## config.mk

```make
export PLATFORM = sky130hd
export DESIGN_NAME = sdram_frame_buf_ctrl_flat
export DESIGN_NICKNAME = d
export VERILOG_FILES = /design/src/rtl/sdram_fb_pkg.sv /design/src/rtl/sdram_frame_buf_ctrl_if.sv /design/src/rtl/sdram_buf_ring.sv /design/src/rtl/sdram_frame_buf_ctrl.sv /design/src/flat_wrapper.sv
export SDC_FILE = /design/constraint.sdc
export NUM_CORES = 1
export LEC_CHECK = 0
export BUFFER_PORTS_ARGS = -buffer_cell sky130_fd_sc_hd__buf_4
export CORE_MARGIN = 5
export CORE_UTILIZATION = 55
export CTS_CLUSTER_DIAMETER = 150
export DETAILED_ROUTE_END_ITERATION = 8
export GPL_TIMING_DRIVEN = 0
export PLACE_DENSITY_LB_ADDON = 0.08
export REMOVE_ABC_BUFFERS = 1
export SLEW_MARGIN = 30
export SYNTH_ARGS = -nofsm -noshare
export SYNTH_HDL_FRONTEND = slang
export SYNTH_HIERARCHICAL = 1
export SYNTH_SLANG_ARGS = --single-unit
```

## constraint.sdc

```tcl
create_clock -name clk_ref -period 5.3 [get_ports clk_ref]
set_input_delay 0.265 -clock clk_ref [delete_from_list [all_inputs] [get_ports clk_ref]]
set_output_delay 0.265 -clock clk_ref [all_outputs]
set_load 0.005 [all_outputs]
```

## src/rtl/sdram_fb_pkg.sv

```systemverilog
// sdram_fb_pkg: shared widths, buffer index type, grant encoding and free-buffer search
package sdram_fb_pkg;
  localparam int ADDR_W_DEF = 24;
  localparam int LEN_W_DEF = 10;
  typedef logic [1:0] buf_t;
  typedef enum logic [1:0] {GNT_NONE, GNT_WR, GNT_RD} gnt_e;
  // returns {found, idx}: lowest index below num that is neither cur nor rd
  function automatic logic [2:0] next_free(buf_t cur, buf_t rd, int num);
    next_free = 3'b000;
    for (int i = 3; i >= 0; i--)
      if (i < num && buf_t'(i) != cur && buf_t'(i) != rd) next_free = {1'b1, buf_t'(i)};
  endfunction
endpackage

```

## src/rtl/sdram_frame_buf_ctrl_if.sv

```systemverilog
// sdram_frame_buf_ctrl_if: burst request/ack/address handshake toward the SDRAM command controller
interface sdram_frame_buf_ctrl_if import sdram_fb_pkg::*; #(parameter int ADDR_W = ADDR_W_DEF);
  logic sdram_wr_req, sdram_wr_ack, sdram_rd_req, sdram_rd_ack;
  logic [ADDR_W-1:0] sdram_wr_addr, sdram_rd_addr;
  modport master (
    output sdram_wr_req, sdram_wr_addr, sdram_rd_req, sdram_rd_addr,
    input sdram_wr_ack, sdram_rd_ack
  );
  modport slave (
    input sdram_wr_req, sdram_wr_addr, sdram_rd_req, sdram_rd_addr,
    output sdram_wr_ack, sdram_rd_ack
  );
endinterface

```

## src/rtl/sdram_buf_ring.sv

```systemverilog
// sdram_buf_ring: writer/reader buffer selection over the frame ring with drop/repeat reporting
module sdram_buf_ring import sdram_fb_pkg::*; #(
  parameter int NUM_BUF = 3
) (
  input  logic clk,
  input  logic rst,
  input  logic wr_load_i,
  input  logic rd_load_i,
  input  logic wr_cmp_i,
  input  logic rd_cmp_i,
  output buf_t wr_buf_o,
  output buf_t rd_buf_o,
  output logic frame_drop_o,
  output logic frame_repeat_o
);
  buf_t wr_buf_q, wr_buf_d, rd_buf_q, rd_buf_d, last_q, last_d;
  logic dv_q, dv_d, drop_q, drop_d, rep_q, rep_d;
  logic [2:0] nf;
  // reader resolves first so the writer avoids the buffer the reader is moving onto
  always_comb begin
    rd_buf_d = rd_buf_q;
    wr_buf_d = wr_buf_q;
    last_d = last_q;
    dv_d = dv_q;
    drop_d = 1'b0;
    rep_d = 1'b0;
    if (rd_load_i) rd_buf_d = dv_q ? last_q : rd_buf_q;
    else if (rd_cmp_i) begin
      rd_buf_d = dv_q && last_q != rd_buf_q ? last_q : rd_buf_q;
      dv_d = dv_q && last_q == rd_buf_q;
      rep_d = !(dv_q && last_q != rd_buf_q);
    end
    nf = next_free(wr_buf_q, rd_buf_d, NUM_BUF);
    if (wr_load_i) begin
      wr_buf_d = '0;
      dv_d = 1'b0;
    end else if (wr_cmp_i) begin
      last_d = wr_buf_q;
      dv_d = 1'b1;
      wr_buf_d = nf[2] ? nf[1:0] : wr_buf_q;
      drop_d = ~nf[2];
    end
  end
  always_ff @(posedge clk) begin
    if (rst) begin
      wr_buf_q <= '0;
      rd_buf_q <= '0;
      last_q <= '0;
      dv_q <= 1'b0;
      drop_q <= 1'b0;
      rep_q <= 1'b0;
    end else begin
      wr_buf_q <= wr_buf_d;
      rd_buf_q <= rd_buf_d;
      last_q <= last_d;
      dv_q <= dv_d;
      drop_q <= drop_d;
      rep_q <= rep_d;
    end
  end
  assign wr_buf_o = wr_buf_q;
  assign rd_buf_o = rd_buf_q;
  assign frame_drop_o = drop_q;
  assign frame_repeat_o = rep_q;
endmodule

```

## src/rtl/sdram_frame_buf_ctrl.sv

```systemverilog
// sdram_frame_buf_ctrl: burst address generation and write/read request arbitration for a frame ring
module sdram_frame_buf_ctrl import sdram_fb_pkg::*; #(
  parameter int ADDR_W = ADDR_W_DEF,
  parameter int LEN_W = LEN_W_DEF,
  parameter int NUM_BUF = 3,
  parameter int BUF_SHIFT = 20,
  parameter int STARVE_MAX = 4
) (
  input  logic clk_ref,
  input  logic rst,
  input  logic init_done,
  input  logic ring_en,
  input  logic wr_load,
  input  logic rd_load,
  input  logic read_valid,
  input  logic [ADDR_W-1:0] wr_min_addr,
  input  logic [ADDR_W-1:0] wr_max_addr,
  input  logic [ADDR_W-1:0] rd_min_addr,
  input  logic [ADDR_W-1:0] rd_max_addr,
  input  logic [LEN_W-1:0] wr_length,
  input  logic [LEN_W-1:0] rd_length,
  input  logic [LEN_W-1:0] wrf_use,
  input  logic [LEN_W-1:0] rdf_use,
  output logic [1:0] wr_buf_idx,
  output logic [1:0] rd_buf_idx,
  output logic frame_drop,
  output logic frame_repeat,
  sdram_frame_buf_ctrl_if.master bus
);
  localparam logic [ADDR_W-1:0] OFF_MASK = ADDR_W'((64'd1 << BUF_SHIFT) - 64'd1);
  localparam int SW = STARVE_MAX > 0 ? $clog2(STARVE_MAX + 1) : 1;
  logic [ADDR_W-1:0] wr_off_q, wr_off_d, rd_off_q, rd_off_d;
  logic wr_ack_q, rd_ack_q, wr_load_q, rd_load_q;
  logic wr_own_q, wr_own_d, rd_own_q, rd_own_d;
  logic wr_req_q, wr_req_d, rd_req_q, rd_req_d;
  logic [SW-1:0] starve_q, starve_d;
  logic wr_edge, rd_edge, wr_done, rd_done, wr_wrap, rd_wrap;
  logic idle, wr_cand, rd_cand;
  gnt_e gnt;
  function automatic logic [ADDR_W-1:0] rgn(logic ring, logic [ADDR_W-1:0] a);
    return ring ? a & OFF_MASK : a;
  endfunction
  // a burst only counts as done while we own it; loads and reset disown bursts in flight
  assign wr_edge = wr_load & ~wr_load_q;
  assign rd_edge = rd_load & ~rd_load_q;
  assign wr_done = wr_own_q & wr_ack_q & ~bus.sdram_wr_ack;
  assign rd_done = rd_own_q & rd_ack_q & ~bus.sdram_rd_ack;
  assign wr_wrap = rgn(ring_en, wr_off_q) >= rgn(ring_en, wr_max_addr) - ADDR_W'(wr_length);
  assign rd_wrap = rgn(ring_en, rd_off_q) >= rgn(ring_en, rd_max_addr) - ADDR_W'(rd_length);
  assign wr_off_d = wr_edge ? rgn(ring_en, wr_min_addr) : !wr_done ? wr_off_q :
                    wr_wrap ? rgn(ring_en, wr_min_addr) : rgn(ring_en, wr_off_q) + ADDR_W'(wr_length);
  assign rd_off_d = rd_edge ? rgn(ring_en, rd_min_addr) : !rd_done ? rd_off_q :
                    rd_wrap ? rgn(ring_en, rd_min_addr) : rgn(ring_en, rd_off_q) + ADDR_W'(rd_length);
  always_comb begin
    idle = ~(wr_req_q | rd_req_q | bus.sdram_wr_ack | bus.sdram_rd_ack | wr_done | rd_done);
    wr_cand = wrf_use >= wr_length;
    rd_cand = read_valid & (rdf_use < rd_length);
    gnt = ~(init_done & idle) ? GNT_NONE :
          wr_cand & ~(rd_cand & starve_q == SW'(STARVE_MAX)) ? GNT_WR :
          rd_cand ? GNT_RD : GNT_NONE;
    starve_d = ~rd_cand | gnt == GNT_RD ? '0 : gnt == GNT_WR ? starve_q + SW'(1) : starve_q;
    wr_req_d = init_done & (gnt == GNT_WR | wr_req_q & ~bus.sdram_wr_ack);
    rd_req_d = init_done & (gnt == GNT_RD | rd_req_q & ~bus.sdram_rd_ack);
    wr_own_d = wr_edge ? 1'b0 : gnt == GNT_WR ? 1'b1 : wr_done ? 1'b0 : wr_own_q;
    rd_own_d = rd_edge ? 1'b0 : gnt == GNT_RD ? 1'b1 : rd_done ? 1'b0 : rd_own_q;
  end
  always_ff @(posedge clk_ref) begin
    if (rst) begin
      wr_off_q <= '0;
      rd_off_q <= '0;
      wr_ack_q <= 1'b0;
      rd_ack_q <= 1'b0;
      wr_load_q <= 1'b0;
      rd_load_q <= 1'b0;
      wr_own_q <= 1'b0;
      rd_own_q <= 1'b0;
      wr_req_q <= 1'b0;
      rd_req_q <= 1'b0;
      starve_q <= '0;
    end else begin
      wr_off_q <= wr_off_d;
      rd_off_q <= rd_off_d;
      wr_ack_q <= bus.sdram_wr_ack;
      rd_ack_q <= bus.sdram_rd_ack;
      wr_load_q <= wr_load;
      rd_load_q <= rd_load;
      wr_own_q <= wr_own_d;
      rd_own_q <= rd_own_d;
      wr_req_q <= wr_req_d;
      rd_req_q <= rd_req_d;
      starve_q <= starve_d;
    end
  end
  sdram_buf_ring #(.NUM_BUF(NUM_BUF)) u_ring (
    .clk(clk_ref),
    .rst(rst),
    .wr_load_i(wr_edge),
    .rd_load_i(rd_edge),
    .wr_cmp_i(ring_en & wr_done & wr_wrap),
    .rd_cmp_i(ring_en & rd_done & rd_wrap),
    .wr_buf_o(wr_buf_idx),
    .rd_buf_o(rd_buf_idx),
    .frame_drop_o(frame_drop),
    .frame_repeat_o(frame_repeat)
  );
  assign bus.sdram_wr_req = wr_req_q & init_done;
  assign bus.sdram_rd_req = rd_req_q & init_done;
  assign bus.sdram_wr_addr = ring_en ? (ADDR_W'(wr_buf_idx) << BUF_SHIFT) | (wr_off_q & OFF_MASK) : wr_off_q;
  assign bus.sdram_rd_addr = ring_en ? (ADDR_W'(rd_buf_idx) << BUF_SHIFT) | (rd_off_q & OFF_MASK) : rd_off_q;
endmodule
```

## src/flat_wrapper.sv

```systemverilog
// flat-port wrapper written by rule: the top's interface ports become plain ports
module sdram_frame_buf_ctrl_flat import sdram_fb_pkg::*;
#(
  parameter int ADDR_W = ADDR_W_DEF,
  parameter int LEN_W = LEN_W_DEF,
  parameter int NUM_BUF = 3,
  parameter int BUF_SHIFT = 20,
  parameter int STARVE_MAX = 4
)
  (clk_ref, rst, init_done, ring_en, wr_load, rd_load, read_valid, wr_min_addr, wr_max_addr, rd_min_addr, rd_max_addr, wr_length, rd_length, wrf_use, rdf_use, wr_buf_idx, rd_buf_idx, frame_drop, frame_repeat, bus_sdram_wr_req, bus_sdram_wr_addr, bus_sdram_rd_req, bus_sdram_rd_addr, bus_sdram_wr_ack, bus_sdram_rd_ack);
  sdram_frame_buf_ctrl_if #(.ADDR_W(ADDR_W)) bus_i ();
  input  logic clk_ref;
  input  logic rst;
  input  logic init_done;
  input  logic ring_en;
  input  logic wr_load;
  input  logic rd_load;
  input  logic read_valid;
  input  logic [ADDR_W-1:0] wr_min_addr;
  input  logic [ADDR_W-1:0] wr_max_addr;
  input  logic [ADDR_W-1:0] rd_min_addr;
  input  logic [ADDR_W-1:0] rd_max_addr;
  input  logic [LEN_W-1:0] wr_length;
  input  logic [LEN_W-1:0] rd_length;
  input  logic [LEN_W-1:0] wrf_use;
  input  logic [LEN_W-1:0] rdf_use;
  output logic [1:0] wr_buf_idx;
  output logic [1:0] rd_buf_idx;
  output logic frame_drop;
  output logic frame_repeat;
  output wire logic [$bits(bus_i.sdram_wr_req)-1:0] bus_sdram_wr_req;
  output wire logic [$bits(bus_i.sdram_wr_addr)-1:0] bus_sdram_wr_addr;
  output wire logic [$bits(bus_i.sdram_rd_req)-1:0] bus_sdram_rd_req;
  output wire logic [$bits(bus_i.sdram_rd_addr)-1:0] bus_sdram_rd_addr;
  input wire logic [$bits(bus_i.sdram_wr_ack)-1:0] bus_sdram_wr_ack;
  input wire logic [$bits(bus_i.sdram_rd_ack)-1:0] bus_sdram_rd_ack;
  assign bus_sdram_wr_req = bus_i.sdram_wr_req;
  assign bus_sdram_wr_addr = bus_i.sdram_wr_addr;
  assign bus_sdram_rd_req = bus_i.sdram_rd_req;
  assign bus_sdram_rd_addr = bus_i.sdram_rd_addr;
  assign bus_i.sdram_wr_ack = bus_sdram_wr_ack;
  assign bus_i.sdram_rd_ack = bus_sdram_rd_ack;
  sdram_frame_buf_ctrl #(.ADDR_W(ADDR_W), .LEN_W(LEN_W), .NUM_BUF(NUM_BUF), .BUF_SHIFT(BUF_SHIFT), .STARVE_MAX(STARVE_MAX)) u_core (.clk_ref(clk_ref), .rst(rst), .init_done(init_done), .ring_en(ring_en), .wr_load(wr_load), .rd_load(rd_load), .read_valid(read_valid), .wr_min_addr(wr_min_addr), .wr_max_addr(wr_max_addr), .rd_min_addr(rd_min_addr), .rd_max_addr(rd_max_addr), .wr_length(wr_length), .rd_length(rd_length), .wrf_use(wrf_use), .rdf_use(rdf_use), .wr_buf_idx(wr_buf_idx), .rd_buf_idx(rd_buf_idx), .frame_drop(frame_drop), .frame_repeat(frame_repeat), .bus(bus_i));
endmodule
```

==> results of run 1 <==
metal layers:
layer	wire length, um	track usage	up-vias
met5	0	0	-
li1	-	-	4008
met3	1399	0.03708	38
met4	388	0.07116	0
met1	9288	0.3213	3583
met2	10090	0.4343	268
state kept, by name, indices dropped and copies added, names as in the netlist, 2 cells and up:
| register | cells |
|---|---|
| u_core/rd_off_q | 24 |
| u_core/u_ring/wr_buf_o | 2 |
| u_core/starve_q | 3 |
| u_core/wr_off_q | 24 |
| u_core/u_ring/last_q | 2 |
| u_core/u_ring/rd_buf_o | 2 |
what timing repair did:
action | 4_1_cts | 5_1_grt
setup endpoints to repair | 0 | 31
resized for setup | 0 | 7
buffers inserted | 0 | 0
cell usage in the layout (no fill, tap or decap), types with 13 or more instances in the layout:
cell type  Yosys  layout
a211oi_1      22      21
a21o_1        21      21
a21oi_1       77      77
a311oi_1      15      15
a31oi_1       13      13
and3_1        15      15
buf_4         40     200
dfxtp_1       68      68
ha_1         109     109
inv_1         51      51
nand2_1       99      97
nand2b_1      16      15
nand3_1       32      32
nand4_1       15      15
nor2_1        87      87
nor2b_1       24      23
nor3_1        36      35
o21a_1        15      15
o21ai_0       55      54
or3_1         16      16
xnor2_1       31      31
xor2_1        23      23
through the flow:
stage | hold WS [ns] | TNS (ns) | total power, mW
after detailed placement | 0.4408 | -3.434 | 1.326
after floorplan | 0.3341 | -0.07617 | 1.044
after global placement | 0.4368 | -37.48 | 1.306
after global routing | 0.1629 | 0 | 2.109
after CTS | 0.1371 | 0 | 1.985
final | 0.1461 | 0 | 1.981
final timing paths:
path	cells past startpoint	from	to
setup / recovery	22	wr_max_addr[0]	u_core/u_ring/wr_buf_o[0]$_SDFFE_PP0P_
hold / removal	2	rd_load	u_core/rd_load_q$_SDFF_PP0_
setup reg to reg	10	u_core/wr_off_q[21]$_SDFFE_PP0P_	u_core/u_ring/wr_buf_o[0]$_SDFFE_PP0P_
hold reg to reg	2	u_core/wr_off_q[23]$_SDFFE_PP0P_	u_core/wr_off_q[23]$_SDFFE_PP0P_
final cells by class:
| class | count | area (um2) |
|---|---|---|
| Multi-Input combinational cell | 839 | 5761 |
| Fill cell | 1262 | 4441 |
| Timing Repair Buffer | 202 | 1524 |
| Sequential cell | 68 | 1361 |
| Clock buffer | 9 | 225.2 |
| Tap cell | 180 | 225.2 |
| Inverter | 51 | 191.4 |
| Clock inverter | 7 | 98.84 |
logic make-up (layout without fill, tap and decap cells):
logic type | Yosys count | in the layout | synth area share
AND/OR/NAND/NOR | 384 | 384 | 0.2449
flip-flops | 68 | 68 | 0.1768
XOR/XNOR | 54 | 54 | 0.06142
multiplexers | 9 | 9 | 0.01186
other | 1 | 1 | 0.0004870
adder cells (fa/ha/maj) | 113 | 113 | 0.1875
buffers and inverters | 125 | 269 | 0.08125
AO/OA/AOI/OAI | 278 | 278 | 0.2358
power by group through the flow:
| stage | Combinational [mW] | Sequential, mW | Clock (mW) |
|---|---|---|---|
| after global placement | 0.710 | 0.596 | 0 |
| after floorplan | 0.457 | 0.587 | 0 |
| final | 0.740 | 0.585 | 0.656 |
| after detailed placement | 0.730 | 0.596 | 0 |
| after global routing | 0.832 | 0.591 | 0.686 |
| after CTS | 0.734 | 0.585 | 0.666 |
==> flow_metrics.py, run 1 <==
metrics = {
    "drt": {
        "wl_per_cell_um": 15.61,
        "wirelength_mm": 21.16,
        "first_pass_iters": 5,
        "final_antenna_net_count": 0,
        "drt-vias-per-instance": 5.824,
        "initialDrtViolationCount": 485,
        "vias": 7897,
        "drc": 0,
    },
    "yosys": {
        "dominantRegCellSynth": "dfxtp_1",
        "synth_common_cells": "109 x ha_1, 99 x nand2_1, 87 x nor2_1",
        "ys_seq_area_frac": 0.1768,
        "synth_top_area_cell": "ha_1",
        "yosysUniqueCellTypes": 76,
        "ys_ff_latch": 68,
        "synth_top_area_frac": 0.1771,
        "synth_area_um2": 7700,
        "synth_area_leaders": "ha_1 18%, dfxtp_1 18%, a21oi_1 5.0%",
        "async_reset_ff_frac": 0,
        "syn_area_per_cell_um2": 7.461,
        "netlist_instances": 1032,
        "synth_edf_count": 0,
        "yosys_warnings": 6,
        "synth_most_common_cell": "ha_1",
    },
    "hold_path": {
        "min_path_type": "input port to register",
    },
    "pwr": {
        "switchingPower_mw": 0.6768,
        "pwr-share-comb": 0.373,
        "internal-power_mw": 1.304,
        "power_leakage_nw": 4.285,
        "clkPwrFrac": 0.331,
        "power_density_nw_per_um2": 211.1,
        "p_sw_frac": 0.3416,
        "seqPwrFrac": 0.296,
        "ir_worst_vdd_mv": 0.1047,
    },
    "timing": {
        "rsz0062_at_grt": "no",
        "worst_slack_ns": 0.2746,
        "setup_viol": 0,
        "relSlewSlack": 0.4999,
        "period_needed_ns": 5.025,
        "tightest_slew_ns": 0.7502,
        "fmax_mhz": 199.0,
        "clock_skew_ns": 0.009232,
        "hold_viol_final": 0,
        "post-route-period-util": 0.9482,
        "maxSlewViolCount": 0,
    },
    "cells_and_area": {
        "drive_gt1_frac": 0.2032,
        "area_growth_pct": 21.90,
        "instances_no_fill": 1356,
        "fin_util": 0.6789,
        "stdcell_area_um2": 9387,
        "nets": 1429,
        "antenna_cells": 0,
    },
    "setup_path": {
        "worstPathCellList": "buf_4 > inv_1 > ha_1 > inv_1 > fa_1 > a21o_1 > a21oi_1 > o21bai_1 > a31o_2 > a41o_1 > nor3_1 > nand2_1 > xor2_1 > ha_1 > nand4_1 > nor4_1 > o21ai_0 > nor2_1 > a21oi_1 > nor3_1 > o311ai_0 > o21a_1",
        "start_kind": "input port",
        "timing.critical_path.buf_inv": 3,
        "crit_path_end_kind": "register",
        "max_stage_delay_ns": 0.57,
        "worstPathMaxFanout": 8,
        "r2r_slack_ns": 1.96,
        "path_class": "input port to register",
        "cpMaxStageDelayCell": "nor3_1",
        "cp_data_arrival_time_ns": 5.25,
        "critPathRequiredTime_ns": 5.52,
        "crit_family": "compound AO/OA/AOI/OAI gates",
    },
    "cts": {
        "postCtsHoldBufs": 0,
        "htree_levels": 3,
        "clockRootBuffer": "clkbuf_16",
        "cts_buffers": 9,
        "insertion_delay_ns": 0.33,
        "clkTransAtPathRegs_ns": 0.06,
        "clkSinkCount": 68,
        "cts.path.max_buffers": 2,
        "cts_tree": "built",
    },
    "global_route": {
        "grt_pass1_wl_mm": 34.28,
        "grt_max_degree": 66,
        "track_usage": 0.2499,
        "grt_overflow": 0,
        "antenna_found_initial": 0,
        "grt_pass1_vias": 7431,
    },
    "floorplanning": {
        "core_area_um2": 13830,
        "num_rows": 43,
        "dieArea_um2": 16470,
        "pin_count": 201,
        "die_h_um": 128.3,
        "die-width_um": 128.3,
        "start_util": 0.5569,
    },
    "placement": {
        "dpl_cell_area_um2": 9037,
        "hpwl_mm": 16.60,
        "gp_congestion": 0.8636,
        "pre_cts_ws_ns": -0.2658,
        "dpl.cell_count": 1340,
        "io_buffers": 200,
    },
    "outcome": {
        "status": "finished clean",
    },
    "run": {
        "maxCapViolations": 0,
    },
}
Note: power is estimated with default switching activity, not from simulation.
==> run 2: changes to the inputs <==
- RECOVER_POWER: not set -> 50
==> flow_metrics.py, run 2 (synthesis gave the netlist of run 1 again) <==
metrics = {
    "cts": {
        "clkSinkCount": 68,
        "ctsResizeCount": 0,
        "clockRootBuffer": "clkbuf_16",
        "cts.path.max_buffers": 2,
        "cts_tree": "built",
        "cts_buffers": 9,
        "clkTransAtPathRegs_ns": 0.06,
        "insertion_delay_ns": 0.33,
        "postCtsHoldBufs": 0,
        "post_cts_buffers": 0,
        "htree_levels": 3,
    },
    "pwr": {
        "ir_worst_vdd_mv": 0.1033,
        "power_density_nw_per_um2": 211.0,
        "power_leakage_nw": 4.225,
    },
    "outcome": {
        "status": "finished clean",
    },
    "placement": {
        "dpl_cell_area_um2": 9037,
        "io_buffers": 200,
        "pre_cts_ws_ns": -0.2658,
        "gp_congestion": 0.8636,
        "dpl.cell_count": 1340,
        "hpwl_mm": 16.60,
    },
    "timing": {
        "rsz0062_at_grt": "no",
        "worst_slack_ns": 0.2636,
        "setup_viol": 0,
        "clock_skew_ns": 0.01075,
        "relSlewSlack": 0.2911,
        "finalSetupTns_ns": 0,
        "post-route-period-util": 0.9503,
        "period_needed_ns": 5.036,
        "fmax_mhz": 198.6,
        "hold_viol_final": 0,
        "tightest_slew_ns": 1.063,
        "maxSlewViolCount": 0,
    },
    "cells_and_area": {
        "area_growth_pct": 21.47,
        "layout_common_cells": "143 x buf_4, 109 x ha_1, 97 x nand2_1, 87 x nor2_1, 77 x a21oi_1",
        "nets": 1429,
        "instances_no_fill": 1356,
        "fillerInstances": 1277,
        "stdcell_area_um2": 9353,
        "drive_gt1_frac": 0.1956,
        "top_regs": "u_core/rd_off_q (24), u_core/wr_off_q (24), u_core/starve_q (3)",
        "mostFrequentLayoutCell": "buf_4",
        "antenna_cells": 0,
    },
    "global_route": {
        "grt_pass1_wl_mm": 34.28,
        "antenna_found_initial": 0,
        "grt_pass1_vias": 7431,
        "track_usage": 0.2499,
        "grt_overflow": 0,
        "grt_max_degree": 66,
    },
    "drt": {
        "wirelength_mm": 21.10,
        "drt-vias-per-instance": 5.795,
        "vias": 7858,
        "initialDrtViolationCount": 487,
        "first_pass_iters": 5,
        "drc": 0,
        "final_antenna_net_count": 0,
        "wl_per_cell_um": 15.56,
    },
    "setup_path": {
        "worstPathMaxFanout": 8,
        "critPathRequiredTime_ns": 5.53,
        "cp.depth": 22,
        "reg2regPathDepth": 11,
        "cpMaxStageDelayCell": "nor3_1",
        "path_class": "input port to register",
        "crit_path_end_kind": "register",
        "worstPathCellList": "buf_4 > inv_1 > ha_1 > inv_1 > fa_1 > a21o_1 > a21oi_1 > o21bai_1 > a31o_2 > a41o_1 > nor3_1 > nand2_1 > xor2_1 > ha_1 > nand4_1 > nor4_1 > o21ai_0 > nor2_1 > a21oi_1 > nor3_1 > o311ai_0 > o21a_1",
        "start_kind": "input port",
        "crit_path_start": "wr_max_addr[0]",
        "cp_data_arrival_time_ns": 5.26,
        "max_stage_delay_ns": 0.56,
        "timing.critical_path.buf_inv": 3,
        "reg2reg_from": "u_core/wr_off_q[21]$_SDFFE_PP0P_",
        "crit_family": "compound AO/OA/AOI/OAI gates",
    },
    "floorplanning": {
        "core_area_um2": 13830,
        "num_rows": 43,
        "die-width_um": 128.3,
        "pin_count": 201,
        "die_h_um": 128.3,
        "start_util": 0.5569,
        "dieArea_um2": 16470,
    },
    "hold_path": {
        "hold_depth": 2,
        "min_path_type": "input port to register",
        "hp-start": "rd_load",
    },
    "run": {
        "maxCapViolations": 0,
    },
}
run 2: metal layers:
| layer | routed length [um] | share of wire | vias up | global-route usage |
|---|---|---|---|---|
| met5 | 0 | 0 | - | 0 |
| met3 | 1312 | 0.062 | 26 | 0.03708 |
| met2 | 10120 | 0.48 | 252 | 0.4343 |
| met1 | 9347 | 0.44 | 3568 | 0.3213 |
| met4 | 316 | 0.015 | 0 | 0.07116 |
| li1 | - | - | 4012 | - |
run 2: worst register-to-register path, cell delays in order, from the launching register on:
cell,delay (ns)
dfxtp_1,0.40
nor2b_1,0.32
ha_1,0.32
a211oi_1,0.23
o211ai_1,0.13
o2111ai_1,0.13
nand3_1,0.23
a211oi_4,0.56
buf_6,0.27
mux2_2,0.35
a22oi_1,0.18
a211oi_1,0.09
run 2: path summary, 6_finish.rpt:
check                                           end  slack [ns]
min                     u_core/rd_load_q$_SDFF_PP0_        0.14
max          u_core/u_ring/wr_buf_o[0]$_SDFFE_PP0P_        0.26
min reg2reg        u_core/wr_off_q[23]$_SDFFE_PP0P_        0.45
max reg2reg        u_core/wr_off_q[21]$_SDFFE_PP0P_        1.95
run 2: layout make-up:
cell class | count | area [um2] | area share
well taps | 180 | 225.2 | 0.02408
flip-flops and latches | 68 | 1361 | 0.1456
repair buffers | 202 | 1490 | 0.1593
clock buffers | 9 | 225.2 | 0.02408
inverters | 51 | 191.4 | 0.02047
clock inverters | 7 | 98.84 | 0.01057
multi-input cells | 839 | 5761 | 0.6159
run 2: metrics by stage:
| step | power (mW) | utilization | hold slack, ns |
|---|---|---|---|
| global placement | 1.306 | 0.6503 | 0.4368 |
| global route | 2.103 | 0.6764 | 0.1629 |
| floorplan | 1.044 | - | 0.3341 |
| detailed placement | 1.326 | 0.6536 | 0.4408 |
| finish | 1.974 | 0.6764 | 0.1449 |
| CTS | 1.985 | 0.6770 | 0.1371 |
run 2: power breakdown:
part	internal [mW]	switching (mW)	total, mW
registers	0.543	0.0413	0.585
logic	0.341	0.393	0.734
clock network	0.414	0.241	0.655
